[src/rtl/concat_cmd_scheduler.sv]
// Splits a class-token CONCAT job into DDR copy commands: one class-token pixel
// per channel slice followed by feature-map bursts, with an outstanding-command cap.
module concat_cmd_scheduler #(
  parameter int ADDR_W          = 32,
  parameter int PIXEL_BYTES     = 32,
  parameter int MAX_BURST       = 16,
  parameter int MAX_OUTSTANDING = 4,
  parameter int CNT_W           = 16,
  localparam int LEN_W          = $clog2(MAX_BURST) + 1,
  localparam int OST_W          = $clog2(MAX_OUTSTANDING + 1)
) (
  input  logic              clk,
  input  logic              rst,
  input  logic              start,
  input  logic [CNT_W-1:0]  cfg_pixels,
  input  logic [CNT_W-1:0]  cfg_ch_slices,
  input  logic [ADDR_W-1:0] cfg_in_base,
  input  logic [ADDR_W-1:0] cfg_in_surface_stride,
  input  logic [ADDR_W-1:0] cfg_cls_base,
  input  logic [ADDR_W-1:0] cfg_out_base,
  input  logic [ADDR_W-1:0] cfg_out_surface_stride,
  output logic              busy,
  output logic              done,
  output logic              cmd_valid,
  input  logic              cmd_ready,
  output logic [ADDR_W-1:0] cmd_src_addr,
  output logic [ADDR_W-1:0] cmd_dst_addr,
  output logic [LEN_W-1:0]  cmd_len,
  output logic              cmd_last,
  input  logic              cpl_valid
);

  typedef enum logic [2:0] {IDLE, CLS, FEAT, DRAIN, DONE} state_t;

  localparam logic [ADDR_W-1:0] PB = ADDR_W'(PIXEL_BYTES);
  localparam logic [CNT_W-1:0]  MB = CNT_W'(MAX_BURST);

  state_t            state;
  logic [CNT_W-1:0]  pixels_q, slices_q, slice, pix;
  logic [ADDR_W-1:0] in_stride_q, out_stride_q;
  logic [ADDR_W-1:0] in_slice, cls_src, out_slice;
  logic              cmd_pend;
  logic [OST_W-1:0]  ost;

  function automatic logic [LEN_W-1:0] burst_len(input logic [CNT_W-1:0] remaining);
    if (remaining > MB) return LEN_W'(MAX_BURST);
    return LEN_W'(remaining);
  endfunction

  logic              hs, dec, ost_full;
  logic [CNT_W-1:0]  pix_nxt, rem_nxt, slice_nxt;
  logic              feat_more, last_slice, last_slice_nxt, adv_slice;
  logic [ADDR_W-1:0] feat_step;

  // A completion in the same cycle frees a slot, so the cap is bypassed combinationally.
  assign ost_full  = (ost == OST_W'(MAX_OUTSTANDING));
  assign cmd_valid = cmd_pend && (!ost_full || cpl_valid);
  assign hs        = cmd_valid && cmd_ready;
  assign dec       = cpl_valid && (ost != '0);

  assign pix_nxt        = pix + CNT_W'(cmd_len);
  assign rem_nxt        = pixels_q - pix_nxt;
  assign feat_more      = (pix_nxt != pixels_q);
  assign slice_nxt      = slice + CNT_W'(1);
  assign last_slice     = (slice == slices_q - CNT_W'(1));
  assign last_slice_nxt = (slice_nxt == slices_q - CNT_W'(1));
  assign feat_step      = ADDR_W'(cmd_len) * PB;
  assign adv_slice      = hs && !cmd_last &&
                          (((state == CLS) && (pixels_q == '0)) ||
                           ((state == FEAT) && !feat_more));

  always_ff @(posedge clk) begin
    if (rst) begin
      state        <= IDLE;
      busy         <= 1'b0;
      done         <= 1'b0;
      cmd_pend     <= 1'b0;
      cmd_src_addr <= '0;
      cmd_dst_addr <= '0;
      cmd_len      <= '0;
      cmd_last     <= 1'b0;
      ost          <= '0;
      pixels_q     <= '0;
      slices_q     <= '0;
      slice        <= '0;
      pix          <= '0;
      in_stride_q  <= '0;
      out_stride_q <= '0;
      in_slice     <= '0;
      cls_src      <= '0;
      out_slice    <= '0;
    end else begin
      done <= 1'b0;
      case ({hs, dec})
        2'b10:   ost <= ost + OST_W'(1);
        2'b01:   ost <= ost - OST_W'(1);
        default: ost <= ost;
      endcase

      case (state)
        IDLE: begin
          if (start) begin
            busy         <= 1'b1;
            pixels_q     <= cfg_pixels;
            slices_q     <= cfg_ch_slices;
            in_stride_q  <= cfg_in_surface_stride;
            out_stride_q <= cfg_out_surface_stride;
            in_slice     <= cfg_in_base;
            cls_src      <= cfg_cls_base;
            out_slice    <= cfg_out_base;
            slice        <= '0;
            pix          <= '0;
            if (cfg_ch_slices != '0) begin
              state        <= CLS;
              cmd_pend     <= 1'b1;
              cmd_src_addr <= cfg_cls_base;
              cmd_dst_addr <= cfg_out_base;
              cmd_len      <= LEN_W'(1);
              cmd_last     <= (cfg_ch_slices == CNT_W'(1)) && (cfg_pixels == '0);
            end else begin
              state <= DRAIN;
            end
          end
        end
        CLS: begin
          if (hs) begin
            if (cmd_last) begin
              cmd_pend <= 1'b0;
              state    <= DRAIN;
            end else if (pixels_q != '0) begin
              state        <= FEAT;
              pix          <= '0;
              cmd_src_addr <= in_slice;
              cmd_dst_addr <= out_slice + PB;
              cmd_len      <= burst_len(pixels_q);
              cmd_last     <= last_slice && (pixels_q <= MB);
            end
          end
        end
        FEAT: begin
          if (hs) begin
            if (cmd_last) begin
              cmd_pend <= 1'b0;
              state    <= DRAIN;
            end else if (feat_more) begin
              pix          <= pix_nxt;
              cmd_src_addr <= cmd_src_addr + feat_step;
              cmd_dst_addr <= cmd_dst_addr + feat_step;
              cmd_len      <= burst_len(rem_nxt);
              cmd_last     <= last_slice && (rem_nxt <= MB);
            end
          end
        end
        DRAIN: begin
          // Look ahead at this cycle's completion so done follows it by one cycle.
          if ((ost == '0) || ((ost == OST_W'(1)) && dec)) begin
            state <= DONE;
            done  <= 1'b1;
            busy  <= 1'b0;
          end
        end
        DONE:    state <= IDLE;
        default: state <= IDLE;
      endcase

      // Slice advance is folded into the handshake: the next CLS command loads directly.
      if (adv_slice) begin
        state        <= CLS;
        slice        <= slice_nxt;
        in_slice     <= in_slice + in_stride_q;
        cls_src      <= cls_src + PB;
        out_slice    <= out_slice + out_stride_q;
        cmd_src_addr <= cls_src + PB;
        cmd_dst_addr <= out_slice + out_stride_q;
        cmd_len      <= LEN_W'(1);
        cmd_last     <= last_slice_nxt && (pixels_q == '0);
      end
    end
  end

endmodule

[config.mk]
export PLATFORM = sky130hd
export DESIGN_NAME = concat_cmd_scheduler
export DESIGN_NICKNAME = d
export VERILOG_FILES = /design/src/rtl/concat_cmd_scheduler.sv
export SDC_FILE = /design/constraint.sdc
export NUM_CORES = 1
export LEC_CHECK = 0
export ABC_AREA = 1
export CORE_MARGIN = 3
export CORE_UTILIZATION = 45
export CTS_BUF_LIST = sky130_fd_sc_hd__clkbuf_4 sky130_fd_sc_hd__clkbuf_8 sky130_fd_sc_hd__clkbuf_16
export CTS_CLUSTER_SIZE = 28
export DETAILED_ROUTE_END_ITERATION = 7
export DONT_BUFFER_PORTS = 1
export GPL_ROUTABILITY_DRIVEN = 0
export PLACE_DENSITY = 0.61
export SETUP_SLACK_MARGIN = 0.1
export SLEW_MARGIN = 10
export SYNTH_ARGS = -nofsm -noshare
export SYNTH_HDL_FRONTEND = slang
export SYNTH_SLANG_ARGS = --single-unit
[constraint.sdc]
create_clock -name clk -period 5.9 [get_ports clk]
set_input_delay 1.475 -clock clk [delete_from_list [all_inputs] [get_ports clk]]
set_output_delay 1.475 -clock clk [all_outputs]
set_load 0.005 [all_outputs]
After elaboration in Yosys (flattened, before gate mapping). Index checks and enable logic that the tools add are counted. Widths: inputs -> output; s select.

$add $sub $neg: 12. Multipliers: 0. Divide/modulo/power cells: 0. Magnitude comparators: 4. Eq/ne operators: 35. Shifts and indexed selects: 0. Muxes and demuxes: 95. Bitwise logic cells: 1. Reduce and logical (&&, ||, !) cells: 45.

Operator list (number): $mux 32 (27); $pmux 32 s3 (2); $mux 16 (9); $add 32x10->32 (2); $add 32x32->32 (2); $add 32x6->32 const B (2); $mux 5 (12); $pmux 16 s3 (1); $eq 16x16->1 (2); $gt 16x5->1 const B (2); $le 16x5->1 const B (2); $logic_not 16->1 (2); $reduce_bool 16->1 (2); $mux 1 (30); $ne 3x3->1 const B (9); $mux 3 (7); $ne 2x2->1 const B (9); $reduce_and 9->1 (2); $add 16x1->16 const B (1); $add 16x5->16 (1); $eq 16x1->1 const B (1); $ne 16x16->1 (1); $sub 16x1->16 const B (1); $sub 16x16->16 (1); other kinds (30) (62).

Register bits: 303. Bits in latches: 0. Bits in writable memories: 0. ROM bits: 0. Input bits: 197. Output and inout port bits: 73. Word-level logic and storage cells: 212. Memories: 0.

Longest topological paths before layout.
Depth after elaboration: 15. Depth in mapped cells: 30. Mapped depth without buffers: 30.

Worst setup path after synthesis. No wires, ideal clock.

Kind: register to register. Start: register cmd_len[1]. End: register in_slice[12]. Setup time: 128 ps. Arrival time: 3730 ps. Data required time: 5772 ps. Path slack: 2042 ps. Cell stages (with the launch flop): 26. Path buffers: 1. Period minus slack after synthesis: 3858 ps. Cell sequence: dfxtp_1 -> inv_1 -> fa_1 -> o21ai_0 -> nand2_1 -> a21oi_1 -> inv_1 -> nor2_1 -> nand2_1 -> o21bai_1 -> o21ai_0 -> ha_1 -> nand2_1 -> inv_1 -> nand2_1 -> nor2_1 -> inv_1 -> nor4_2 -> nand2_2 -> nand2_1 -> nand2_4 -> inv_4 -> nor2_8 -> buf_2 -> a221oi_1 -> nor2_1.

Word-level cells in the longest chain between the ends: 8. Elaborated cells on any way between the ends: 10. Classes of those cells: add/sub: 1; eq/ne: 1; mux: 1; reduce/logical: 7.

RTL lines: from (decl) (RTL line 28) `output logic [LEN_W-1:0] cmd_len,`; from (signal assigned) (RTL line 135) `cmd_len <= burst_len(pixels_q);`; from (signal assigned) (RTL line 149) `cmd_len <= burst_len(rem_nxt);`; $add 16x5->16 (*) (RTL line 61) `assign pix_nxt = pix + CNT_W'(cmd_len);`; $ne 16x16->1 (*) (RTL line 63) `assign feat_more = (pix_nxt != pixels_q);`; $logic_not 1->1 (*) (RTL line 70) `((state == FEAT) && !feat_more));`; $logic_and 1x1->1 (*) (RTL line 70); $logic_or 1x1->1 (*) (RTL line 69) `(((state == CLS) && (pixels_q == '0)) ||`; $logic_and 1x1->1 (*) (RTL line 68) `assign adv_slice = hs && !cmd_last &&`; $reduce_bool 2->1 (no source line); $reduce_and 2->1 (no source line); to (signal assigned) (RTL line 108) `in_slice <= cfg_in_base;`; to (signal assigned) (RTL line 170) `in_slice <= in_slice + in_stride_q;`; to (decl) (RTL line 41) `logic [ADDR_W-1:0] in_slice, cls_src, out_slice;`.

Mark *: on every way between the ends. The rest lies on a longest branch, timed or not. A chain may end at the register's enable or synchronous reset.

Worst setup path in the final report.
Start: register cmd_len[0]. End: register cmd_src_addr[3].

Word-level cells in the longest chain between the ends: 8. Elaborated cells on any way between the ends: 17. Classes of those cells: add/sub: 1; eq/ne: 9; mux: 1; reduce/logical: 6.

RTL lines: $add 16x5->16 (*) (RTL line 61); $ne 16x16->1 (*) (RTL line 63); $logic_not 1->1 (RTL line 70); $logic_and 1x1->1 (RTL line 70); $logic_or 1x1->1 (RTL line 69); $logic_and 1x1->1 (RTL line 68); $ne 3x3->1 (no source line), or another cell as far along; $reduce_and 9->1 (no source line); to (signal assigned) (RTL line 116) `cmd_src_addr <= cfg_cls_base;`; to (signal assigned) (RTL line 133) `cmd_src_addr <= in_slice;`; to (signal assigned) (RTL line 147) `cmd_src_addr <= cmd_src_addr + feat_step;`; to (decl) (RTL line 26) `output logic [ADDR_W-1:0] cmd_src_addr,`.

Marks and branches as above.

==> flow_summary.rst <==
.. list-table::
   :header-rows: 1

   * - Metric
     - Value
   * - Result of the run
     - completed
   * - Max-slew violation count
     - 0
   * - Detail Placement HPWL
     - 57900 um
   * - Highest clock frequency the design can meet
     - 193 MHz
   * - Post-CTS repair timing setup buffer count
     - 0
   * - TNS Setup
     - 0 ps
   * - Synth Register Bits
     - 303
   * - Internal power summed over all cells
     - 5.92 mW
   * - Unrepaired setup endpoints after global routing
     - false
   * - Area of the mapped netlist
     - 21600 sq um
   * - Insertion delay of the later-clocked pin in the worst-skew pair
     - 590 ps
   * - Top Family by Delay on Critical Path
     - simple AND/OR/NAND/NOR gates
   * - Master cell of the clock root buffer
     - sky130_fd_sc_hd__clkbuf_16
   * - Switching share of power
     - 48.5%
   * - Layout overhead on the synthesized area
     - 7.94%
   * - Power after layout
     - 11.5 mW
   * - Deepest level of the CTS H-tree
     - 2
   * - Peak per-stage delay on the critical path
     - 560 ps
   * - Total number of clock tree sinks
     - 303
   * - GR Overflow Total
     - 0
   * - Clock-pin slew reported for the worst setup and hold paths after clock tree synthesis
     - 60 ps
   * - Total non-filler cell area in the finished layout
     - 23300 sq um
   * - Vias in the first global route
     - 21800
   * - Global-route wire length before repair
     - 121000 um
   * - Cell count after synthesis
     - 3424
   * - 1st-iter DRT viols
     - 2281
   * - Min-Delay Startpoint
     - cls_src[1]
   * - Crit path buffers/inverters
     - 6
   * - Post-synth EDFFs
     - 0
   * - GRT Util Overall
     - 30.2%
   * - Mean instance size in the synthesized netlist
     - 6.31 sq um
   * - Total number of vias
     - 23200
   * - Final WL
     - 79600 um
   * - Instance count along the most critical hold path
     - 2
   * - Post-detailed-route via-to-cell ratio
     - 5.82
   * - Std-Cell Rows
     - 79
   * - Combinational share of power
     - 47.9%
   * - Worst-case hold path end point
     - cls_src[1]
   * - Height of the chip
     - 225 um
   * - Maximum clock path buffer count
     - 3
   * - Final setup violating endpoints
     - 0
   * - Number of buffer cells added on primary ports
     - 0
   * - Cell variety after synth
     - 64
   * - Tightest slew margin relative to the limit
     - 33.4%
   * - Fraction of synthesis flops using an asynchronous set or reset pin
     - 0%
   * - Worst flop-to-flop path endpoint
     - cmd_src_addr[3]
   * - Type of element capturing the critical path
     - register
   * - Placed cell area
     - 22000 sq um
   * - I/O pins
     - 270
   * - CP required
     - 6380 ps
   * - Initial core utilization
     - 46.0%
   * - Fin util
     - 49.7%
   * - Period utilization
     - 87.7%
   * - Synth Warn #
     - 0
   * - Master of the slowest instance on the critical path
     - sky130_fd_sc_hd__dfxtp_1
   * - Cell seen most often among critical-path stages
     - sky130_fd_sc_hd__nand2_1
   * - Total stage count of the critical path
     - 27
   * - Average detailed-routed wire length per instance
     - 19.9 um
   * - Static power due to leakage
     - 10.4 nW
   * - Critical path arrival
     - 5650 ps
   * - Top flip-flop cell by instance count after synthesis
     - sky130_fd_sc_hd__dfxtp_1
   * - Maximum number of pins on one net before global-route repair
     - 158
   * - Hold buffer count at cts
     - 0
   * - Largest clock skew in the final design
     - 33.2 ps
   * - # nets final
     - 3658
   * - Post-cts gate resize count
     - 0
   * - Seq pwr share
     - 29.7%
   * - Most common cell after layout, fill and taps aside
     - sky130_fd_sc_hd__nand2_1
   * - Antenna violations before repair
     - 3
   * - Commonest cells after routing, fill and taps aside
     - sky130_fd_sc_hd__nand2_1 (966), sky130_fd_sc_hd__inv_1 (380), sky130_fd_sc_hd__dfxtp_1 (303)
   * - Synthesized net count
     - 3728
   * - Class of the tightest hold or removal check
     - reg2reg
   * - Launch instance of the worst register-to-register path
     - cmd_len[0]
   * - Worst Setup Path Type
     - reg2reg
   * - Fraction of final layout cells with drive strength greater than 1
     - 4.37%
   * - Length in cells of the worst reg-to-reg path
     - 27
   * - CTS tree
     - built
   * - Inserted Clock Buffers
     - 38
   * - Max-cap violation count
     - 0
   * - Number of hold-slack violations in the final timing report
     - 0
   * - Width of the die
     - 225 um
   * - Time the final worst path needs with I/O delays and setup
     - 5170 ps
   * - P_sw
     - 5.56 mW
   * - Worst IR Drop VDD
     - 0.000245 V
   * - Power density over the cells
     - 492 nW/um^2
   * - Final antenna-violating net count
     - 0
   * - Pin slew with the least headroom to its limit
     - 998 ps
   * - Largest fanout on the critical path
     - 20
   * - Detailed Routing Iterations Pass 1
     - 6
   * - Setup crit start kind
     - register
   * - DIE AREA
     - 50700 sq um
   * - Register area share after synthesis
     - 28.1%
   * - Worst R2R Setup Slack
     - 730 ps
   * - Clock share of power
     - 22.4%
   * - Std-Cell Core Area
     - 47000 sq um
   * - Remaining design rule violation count
     - 0
## tightest hold or removal path, stage by stage, from the launching register on
cell and delay (ps):
sky130_fd_sc_hd__dfxtp_1 300, sky130_fd_sc_hd__inv_1 60, sky130_fd_sc_hd__a21oi_1 60
## power groups by stage
stage | combinational (mW) | sequential, mW | clock (mW)
floorplan | 4.14 | 3.07 | 0
global placement | 5.27 | 3.42 | 0
detailed placement | 5.39 | 3.42 | 0
CTS | 5.41 | 3.39 | 2.60
global route | 6.19 | 3.47 | 2.67
finish | 5.51 | 3.41 | 2.57
## metrics by stage
stage          worst slack (ps)  instances  hold slack, ps
2_1_floorplan              2040       3424             425
3_3_place_gp               1040       3921             451
3_5_place_dp                878       3921             459
4_1_cts                     848       3991             469
5_1_grt                     202       3992             492
6_report                    726       3992             467
## flip-flops by register name, indices dropped and copies added, names as in the netlist, 3 cells and up
name,flops
cls_src,32
cmd_dst_addr,32
cmd_len,5
cmd_src_addr,32
in_slice,32
in_stride_q,32
ost,3
out_slice,32
out_stride_q,32
pix,16
pixels_q,16
slice,16
slices_q,16
state,3
## kinds of logic (layout without fill, tap and decap cells)
family | Yosys count | count (layout) | share of synthesized area (%)
AND/OR/NAND/NOR | 1650 | 1650 | 32.3
AO/OA/AOI/OAI | 746 | 746 | 19.7
flip-flops | 303 | 303 | 28.1
buffers and inverters | 520 | 480 | 9.53
XOR/XNOR | 98 | 98 | 3.97
other | 0 | 1 | 0
adder cells (fa/ha/maj) | 107 | 107 | 6.40
## layout make-up
type / instances / area [sq um]
Sequential cell: 303 / 6070
Inverter: 390 / 1470
Tap cell: 607 / 759
Clock buffer: 49 / 1060
Clock inverter: 21 / 287
Antenna cell: 1 / 2.50
Multi-Input combinational cell: 2601 / 13500
Timing Repair Buffer: 20 / 175
Fill cell: 4894 / 23600
## synth_stat cells, drive strengths merged, types with 8 or more instances
library cell / instances / area (sq um)
nor3: 46 / 245
a221oi: 15 / 131
a21o: 9 / 67.6
a31oi: 47 / 294
inv: 386 / 1450
nand3b: 13 / 97.6
o211ai: 53 / 398
o21bai: 12 / 90.1
ha: 101 / 1260
nand2: 974 / 3680
or2: 19 / 119
o21a: 8 / 60.1
nor2: 280 / 1100
a21oi: 298 / 1490
nor4: 28 / 206
o21ai: 244 / 1220
dfxtp: 303 / 6070
o221ai: 14 / 123
nand4: 55 / 344
xnor2: 26 / 228
clkbuf: 77 / 289
xor2: 72 / 631
buf: 53 / 302
a41oi: 9 / 78.8
nand3: 228 / 1150
## layer usage
layer / up-vias / GRT usage [%] / routed length, um
li1: 11300 / - / -
met1: 10800 / 38.6 / 33300
met2: 997 / 49.4 / 35400
met3: 178 / 6.97 / 7680
met4: 2 / 12.2 / 3180
met5: - / 0 / 19
## worst max path at each step
stage                     startpoint               end
after floorplan           cmd_len[1]      in_slice[12]
final                     cmd_len[0]   cmd_src_addr[3]
after detailed placement  cmd_len[0]   cmd_dst_addr[3]
after CTS                 cmd_len[0]   cmd_src_addr[3]
after global routing      cmd_len[0]   cmd_dst_addr[3]
after global placement    cmd_len[0]  cmd_dst_addr[19]
Note: power is estimated with default switching activity, not from simulation.
